<file path="src/rtl/dcache_port_arbiter.sv">
// Shares the single L1 D-cache request port between loads and store-buffer drains.
// Loads win unless the store is urgent; an in-order tag FIFO routes read data back and drops flushed loads.
module dcache_port_arbiter #(
  parameter int MAX_OUTSTANDING = 4,
  parameter int STARVE_LIMIT    = 8,
  parameter int PLEN            = 32,
  parameter int XLEN            = 32,
  parameter int OP_W            = 4
) (
  input  logic            clk_i,
  input  logic            rst_ni,
  input  logic            ld_req_valid_i,
  output logic            ld_req_ready_o,
  input  logic [PLEN-1:0] ld_req_addr_i,
  input  logic [OP_W-1:0] ld_req_op_i,
  output logic            ld_resp_valid_o,
  output logic [XLEN-1:0] ld_resp_data_o,
  input  logic            sb_req_valid_i,
  output logic            sb_req_ready_o,
  input  logic [PLEN-1:0] sb_req_addr_i,
  input  logic [XLEN-1:0] sb_req_data_i,
  input  logic [OP_W-1:0] sb_req_op_i,
  input  logic            sb_pressure_i,
  output logic            dc_req_valid_o,
  input  logic            dc_req_ready_i,
  output logic            dc_req_we_o,
  output logic [PLEN-1:0] dc_req_addr_o,
  output logic [XLEN-1:0] dc_req_wdata_o,
  output logic [OP_W-1:0] dc_req_op_o,
  input  logic            dc_resp_valid_i,
  input  logic [XLEN-1:0] dc_resp_rdata_i,
  input  logic            flush_i,
  output logic            idle_o
);
  localparam int PTR_W = $clog2(MAX_OUTSTANDING);
  localparam int CNT_W = PTR_W + 1;
  localparam int ST_W  = $clog2(STARVE_LIMIT + 1);

  typedef struct packed {
    logic vld;
    logic is_load;
    logic killed;
  } tag_t;

  tag_t [MAX_OUTSTANDING-1:0] r_tags;
  logic [PTR_W-1:0]           r_wr_ptr, r_rd_ptr;
  logic [CNT_W-1:0]           r_count;
  logic [ST_W-1:0]            r_starve;

  logic w_full, w_ld_cand, w_sb_cand, w_urgent, w_sb_win, w_ld_win, w_fire, w_pop;
  tag_t w_head;

  assign w_full    = (r_count == CNT_W'(MAX_OUTSTANDING));
  assign w_ld_cand = ld_req_valid_i && !flush_i;
  assign w_sb_cand = sb_req_valid_i;
  assign w_urgent  = sb_pressure_i || (r_starve == ST_W'(STARVE_LIMIT));
  assign w_sb_win  = w_sb_cand && (w_urgent || !w_ld_cand);
  assign w_ld_win  = w_ld_cand && !w_sb_win;

  assign dc_req_valid_o = (w_ld_cand || w_sb_cand) && !w_full;
  assign w_fire         = dc_req_valid_o && dc_req_ready_i;
  assign ld_req_ready_o = w_ld_win && dc_req_ready_i && !w_full;
  assign sb_req_ready_o = w_sb_win && dc_req_ready_i && !w_full;

  always_comb begin
    dc_req_we_o    = 1'b0;
    dc_req_addr_o  = '0;
    dc_req_wdata_o = '0;
    dc_req_op_o    = '0;
    if (w_sb_win) begin
      dc_req_we_o    = 1'b1;
      dc_req_addr_o  = sb_req_addr_i;
      dc_req_wdata_o = sb_req_data_i;
      dc_req_op_o    = sb_req_op_i;
    end else if (w_ld_win) begin
      dc_req_addr_o  = ld_req_addr_i;
      dc_req_op_o    = ld_req_op_i;
    end
  end

  // A response with nothing outstanding is a protocol error and is ignored entirely.
  assign w_head          = r_tags[r_rd_ptr];
  assign w_pop           = dc_resp_valid_i && (r_count != '0);
  assign ld_resp_valid_o = w_pop && w_head.is_load && !w_head.killed && !flush_i;
  assign ld_resp_data_o  = ld_resp_valid_o ? dc_resp_rdata_i : '0;
  assign idle_o          = (r_count == '0);

  always_ff @(posedge clk_i or negedge rst_ni) begin
    if (!rst_ni) begin
      r_tags   <= '0;
      r_wr_ptr <= '0;
      r_rd_ptr <= '0;
      r_count  <= '0;
      r_starve <= '0;
    end else begin
      if (w_fire) r_wr_ptr <= r_wr_ptr + 1'b1;
      if (w_pop)  r_rd_ptr <= r_rd_ptr + 1'b1;
      case ({w_fire, w_pop})
        2'b10:   r_count <= r_count + 1'b1;
        2'b01:   r_count <= r_count - 1'b1;
        default: r_count <= r_count;
      endcase
      for (int i = 0; i < MAX_OUTSTANDING; i++) begin
        if (w_pop && PTR_W'(i) == r_rd_ptr) r_tags[i].vld <= 1'b0;
        if (w_fire && PTR_W'(i) == r_wr_ptr)
          r_tags[i] <= '{vld: 1'b1, is_load: w_ld_win, killed: 1'b0};
        else if (flush_i && r_tags[i].vld && r_tags[i].is_load)
          r_tags[i].killed <= 1'b1;
      end
      if (!sb_req_valid_i || (w_fire && w_sb_win)) r_starve <= '0;
      else if (r_starve != ST_W'(STARVE_LIMIT))   r_starve <= r_starve + 1'b1;
    end
  end

  always @(posedge clk_i)
    if (rst_ni)
      assert (!(dc_resp_valid_i && r_count == '0))
        else $warning("dcache_port_arbiter: D-cache response with no outstanding request");

endmodule

</file>
<file path="config.mk">
export PLATFORM = sky130hd
export DESIGN_NAME = dcache_port_arbiter
export DESIGN_NICKNAME = d
export VERILOG_FILES = /design/src/rtl/dcache_port_arbiter.sv
export SDC_FILE = /design/constraint.sdc
export NUM_CORES = 1
export LEC_CHECK = 0
export CAP_MARGIN = 5
export CORE_AREA = 2 2 96 98
export CTS_BUF_LIST = sky130_fd_sc_hd__clkbuf_8
export CTS_CLUSTER_SIZE = 25
export DETAILED_ROUTE_END_ITERATION = 8
export DIE_AREA = 0 0 98 100
export PLACE_DENSITY = 0.8
export SLEW_MARGIN = 20
export SYNTH_ARGS = -nofsm -noshare
export SYNTH_HDL_FRONTEND = slang
export SYNTH_SLANG_ARGS = --single-unit
</file>
<file path="constraint.sdc">
create_clock -name clk_i -period 4.2 [get_ports clk_i]
set_input_delay 0.63 -clock clk_i [delete_from_list [all_inputs] [get_ports clk_i]]
set_output_delay 0.63 -clock clk_i [all_outputs]
set_load 0.01 [all_outputs]
</file>
==> results of run 1 <==
cell families (layout without fill, tap and decap cells):
kind of cell	count (synthesis)	count (layout)	synth area share, %
AO/OA/AOI/OAI	27	27	7.97
XOR/XNOR	8	8	2.69
adder cells (fa/ha/maj)	12	12	6.05
buffers and inverters	74	304	13.3
flip-flops	23	23	22.1
multiplexers	39	39	15.5
AND/OR/NAND/NOR	157	157	32.4
cell type report:
class                   count  area share (%)
flip-flops and latches     23            11.2
repair buffers            253            49.1
multi-input cells         243            32.7
clock buffers               3           0.801
well taps                 111            2.70
inverters                  47            3.42
clock inverters             1          0.0729
metal layers:
metal | up-vias | global-route usage (%) | wire, um
met3 | 8 | 2.92 | 712
met1 | 1439 | 25.5 | 4240
li1 | 1557 | - | -
met4 | 0 | 3.42 | 125
met2 | 131 | 36.1 | 5430
met5 | - | 0 | 0
registers in the layout, summed over array words and instances (netlist names):
register	flops
r_starve	4
r_wr_ptr	2
r_rd_ptr	2
r_count	3
r_tags	12
worst paths after layout:
| kind | from | end | slack, ns | depth (start not counted) |
|---|---|---|---|---|
| min | rst_ni | r_count[0] | 0.32 | 1 |
| max | flush_i | dc_req_wdata_o[20] | 0.73 | 7 |
| min reg2reg | r_tags[8] | r_tags[8] | 0.51 | 1 |
| max in group asynchronous | rst_ni | r_tags[10] | 3.53 | 1 |
| min in group clk_i | r_tags[8] | r_tags[8] | 0.51 | 1 |
| max reg2reg | r_count[1] | r_count[2] | 1.68 | 9 |
through the flow:
stage,total power [mW],area [sq um],utilization (%)
3_5_place_dp,1.29,5110,57.5
3_3_place_gp,1.26,5110,57.5
2_1_floorplan,0.887,2610,-
4_1_cts,1.43,5160,58.0
6_report,1.43,5150,58.0
5_1_grt,1.54,5150,58.0
worst register-to-register path: cells and delay by family, from the launching register on:
kind	cells	cell delay (ns)
AO/OA/AOI/OAI	1	0.34
XOR/XNOR	2	0.31
adder cells (fa/ha/maj)	2	0.56
buffers and inverters	2	0.17
flip-flops	1	0.42
AND/OR/NAND/NOR	2	0.65
placed cells by master (no fill, tap or decap), drive strengths merged:
cell type and n:
nand3b 32, nand3 1, nor2 33, clkdlybuf4s50 248, nor3b 4, inv 48, nand2 42, o31a 1
a22o 4, clkbuf 3, o21a 1, nor3 1, mux2 1, or3b 1, dfrtp 23, nor4b 1
xnor2 5, o21ai 2, and2 34, xor2 3, ha 11, and3b 1, nor2b 1, o31ai 1
nand2b 5, o211a 1, mux2i 37, buf 5, and3 1, a41oi 4, fa 1, mux4 1
a31oi 8, a21oi 4, o311a 1
power by group:
group / internal [mW] / leakage, nW / switching [mW]
combinational: 0.471 / 1.89 / 0.422
sequential: 0.318 / 0.284 / 0.0755
clock: 0.0654 / 0.0269 / 0.0739
==> flow_summary.ini, run 1 <==
[status]
status = finished clean

[timing]
period_share_pct = 82.7
timing.hold.ws_ns = 0.322
setup_violations = 0
slew_viol_final = 0
final.min_clock_period_ns = 3.47
hold_viol_final = 0
worst_slew_margin_rel_pct = 61.7
fmax_ghz = 0.288
rsz0062_at_grt = false
worst_pin_slew_ns = 0.575
setup_ws_ns = 0.726
fin_skew_ns = 0.00669
final.setup.tns_ns = 0

[detailed_routing]
ant_nets = 0
vias_per_cell = 4.60
vias = 3135
drt_wl_total_mm = 10.5
drc_errors = 0
drt_first_iter_violations = 121
first_pass_iters = 5
wl_per_cell_um = 15.4

[setup_path]
worst-setup-path-type = input pin to primary output
cp_slowest_cell = clkdlybuf4s50_1
start_kind = input pin
max_stage_delay_ns = 0.50
crit_fanout = 38
cp.required_ns = 3.57
crit_path_cell_trace = clkdlybuf4s50_1 -> nand2b_1 -> o31ai_4 -> buf_12 -> inv_2 -> and2_1 -> clkdlybuf4s50_1
end_kind = primary output
critical_path_arrival_ns = 2.84
cp_num_buf_inv = 4
crit_top_cell = clkdlybuf4s50_1
crit_family = buffers and inverters

[clocking]
cts_resized = 0
insertion_delay_ns = 0.27
clkSinkCount = 23
clk_pin_slew_ns = 0.09
cts_buffers = 3
cts_root_buf = clkbuf_8
postCtsSetupRepairBufs = 0
cts_hold_buf = 0
cts_buffer_depth = 2
cts_tree = yes
htree_num_levels = 1

[logic_synthesis]
synth_largest_area_cell = dfrtp_1
ys_top_cells_by_count = inv_1 (46), nand2_1 (42), mux2i_1 (37)
syn_nets = 496
yosysTopAreaCellShare_pct = 22.1
synth-edff-count = 0
synthTopCellsByArea = dfrtp_1 (22%), mux2i_1 (14%), nand3b_1 (9.2%), and2_1 (7.9%), inv_1 (6.6%)
syn_avg_cell_area_sq_um = 7.66
ys_ff_latch = 23
synth_cells = 340
ys.flop_type = dfrtp_1
synth.yosys.seq_area_share_pct = 22.1
ys_types = 39
yosysMostFrequentCell = inv_1
netlist_area_sq_um = 2600
synthArstFlopShare_pct = 100
ys_warn_count = 0

[die]
ioPinCount = 250
die_area_sq_um = 9800
dieHeight_um = 100
start_util_pct = 29.3
fp.dieW_um = 98
coreArea_sq_um = 8890
row_count = 35

[finish]
stdcell_count = 681
layout-drive-gt1-share_pct = 2.28
multi_input_area_sq_um = 1690
regArea_sq_um = 576
fillerInstances = 787
synthToLayoutAreaGrowth_pct = 97.8
nets = 727
antennaDiodeCount = 0

[grt]
grt-ovfl-total = 0
grt_pass1_wl_mm = 16.0
antenna_found_initial = 0
grt_usage_pct = 19.9
grt_pass1_vias = 3072
grt_max_degree = 42

[place]
place_inst = 677
post-dp-hpwl_mm = 8.72
gp_congestion = 0.859
detailedPlace.worstSlack_ns = 0.733
port_buffers = 249

[job]
cap_violations = 0

[power]
ir_drop_uv = 357
power_density_nw_per_um2 = 277
p_leak_nw = 2.20

[worst_hold_path]
hold_class = input pin to asynchronous set/reset pin
No activity file was read; power rests on OpenSTA's default activity.
==> run 2: changes to the inputs <==
Settings changed: CORE_AREA 2 2 96 98 to unset, CORE_MARGIN set to 2, CORE_UTILIZATION set to 28, DIE_AREA 0 0 98 100 to unset, PLACE_DENSITY 0.8 to 0.79.
Clock period 4.2 ns to 3 ns, I/O delays scaled along.
==> flow_summary.ini, run 2 (same netlist as run 1, synthesis figures left out) <==
[die]
die_area_sq_um = 10100
ioPinCount = 250
dieHeight_um = 100
fp.dieW_um = 100
coreArea_sq_um = 9150
start_util_pct = 28.5
row_count = 35

[timing]
hold_viol_final = 0
slew_viol_final = 0
rsz0062_at_grt = false
timing.hold.ws_ns = 0.138
fin_skew_ns = 0.00724
setup_violations = 0
setup_ws_ns = 0.134
final.min_clock_period_ns = 2.87
fmax_ghz = 0.349
worst_slew_margin_rel_pct = 66.9
worst_pin_slew_ns = 0.496
period_share_pct = 95.5

[power]
p_leak_nw = 2.55
power_density_nw_per_um2 = 393
ir_drop_uv = 491
finalPower_mw = 2.09

[grt]
grt_max_degree = 42
grt_pass1_vias = 3013
grt_pass1_wl_mm = 16.5
antenna_found_initial = 3
grt-ovfl-total = 0
grt_usage_pct = 20.7

[finish]
layout-drive-gt1-share_pct = 4.15
stdcell_count = 693
synthToLayoutAreaGrowth_pct = 104
final_common_cell = clkdlybuf4s50_1
layout_common_cells = clkdlybuf4s50_1 (211), inv_1 (46), nand2_1 (42)
postLayoutCellArea_sq_um = 5320
largest_registers = r_tags: 12 flops, r_starve: 4 flops, r_count: 3 flops
largest_register = r_tags
nets = 736
largest_register_ffs = 12

[detailed_routing]
wl_per_cell_um = 16.5
drc_errors = 0
vias_per_cell = 4.59
vias = 3181
first_pass_iters = 5
drt_first_iter_violations = 131
ant_nets = 0
drt_wl_total_mm = 11.4

[setup_path]
reg2reg_depth = 9
worstReg2RegEnd = r_count[2]
end_kind = primary output
cp.required_ns = 2.55
cp_slowest_cell = clkdlybuf4s50_1
max_stage_delay_ns = 0.53
critical_path_arrival_ns = 2.42
crit_fanout = 34
worst-setup-path-type = register to primary output
start_kind = register
crit_path_cell_trace = inv_1 -> ha_1 -> and3b_2 -> o31ai_4 -> buf_4 -> inv_6 -> and2_1 -> clkdlybuf4s50_1
rrSetupSlack_ns = 0.66
r2r_start = r_count[1]

[place]
post-dp-hpwl_mm = 9.30
place_inst = 681
detailedPlace.worstSlack_ns = 0.0330
port_buffers = 249
placed_area_sq_um = 5150
gp_congestion = 0.899

[clocking]
cts_buffer_depth = 2
insertion_delay_ns = 0.27
clkSinkCount = 23
htree_num_levels = 1
cts_hold_buf = 0
cts_tree = yes
clk_pin_slew_ns = 0.08
cts_buffers = 3
cts_root_buf = clkbuf_8

[job]
cap_violations = 0

[status]
status = finished clean

[worst_hold_path]
hold_class = input pin to asynchronous set/reset pin
-- run 2: cell count changes in the layout (fill, tap and decap cells not counted), sizes merged --
cell,previous run,this run
mux4,1,2
buf,5,13
clkdlybuf4s50,248,211
diode,0,3
dlymetal6s2s,0,18
dlygate4sd2,0,19
clkinv,0,1
inv,48,47
-- run 2: layer usage --
metal / wire length (um) / track usage [%]
met1: 4530 / 25.1
met2: 5840 / 36.3
met4: 354 / 7.90
met3: 692 / 4.02
met5: 0 / 0
-- run 2: cell type report --
cell class                 count  area (sq um)
sequential                    23           576
timing repair buffer         261          2660
fill                         845          3840
tap                          111           139
clock inverter                 1          5.00
inverter                      47           181
clock buffer                   3          41.3
multi-input combinational    244          1710
antenna                        3          7.51
-- run 2: through the flow --
| step | utilization [%] | TNS (ns) |
|---|---|---|
| 2_1_floorplan | - | 0 |
| 3_3_place_gp | 56.3 | 0 |
| 3_5_place_dp | 56.3 | 0 |
| 4_1_cts | 57.0 | -0.183 |
| 5_1_grt | 58.1 | 0 |
| 6_report | 58.1 | 0 |
-- run 2: worst max path at each step --
| stage | endpoint | from | depth (start not counted) |
|---|---|---|---|
| floorplan | r_count[2] | r_count[1] | 11 |
| global placement | dc_req_addr_o[27] | flush_i | 6 |
| detailed placement | dc_req_addr_o[25] | flush_i | 6 |
| CTS | dc_req_addr_o[8] | r_starve[0] | 7 |
| global route | dc_req_wdata_o[27] | r_starve[0] | 8 |
| finish | dc_req_wdata_o[28] | r_starve[0] | 8 |
-- run 2: where the power goes --
part	internal, mW	switching, mW	leakage, nW
sequential	0.446	0.106	0.284
combinational	0.716	0.628	2.25
clock	0.0927	0.0990	0.0255
total	1.26	0.834	2.55
-- run 2: critical path, delay by kind of cell (launching register included) --
kind            cells  cell delay [ns]
buf+inv             4             0.88
simple gates        2             0.44
flops               1             0.39
compound gates      1             0.25
fa+ha+maj           1             0.20
-- run 2: what timing repair did --
| action | in CTS | in global routing |
|---|---|---|
| endpoints found under the setup margin | 37 | 26 |
| gates cloned | 1 | 1 |
| setup buffers | 1 | 2 |
| resized for setup | 21 | 21 |
| pin swaps | 1 | 1 |
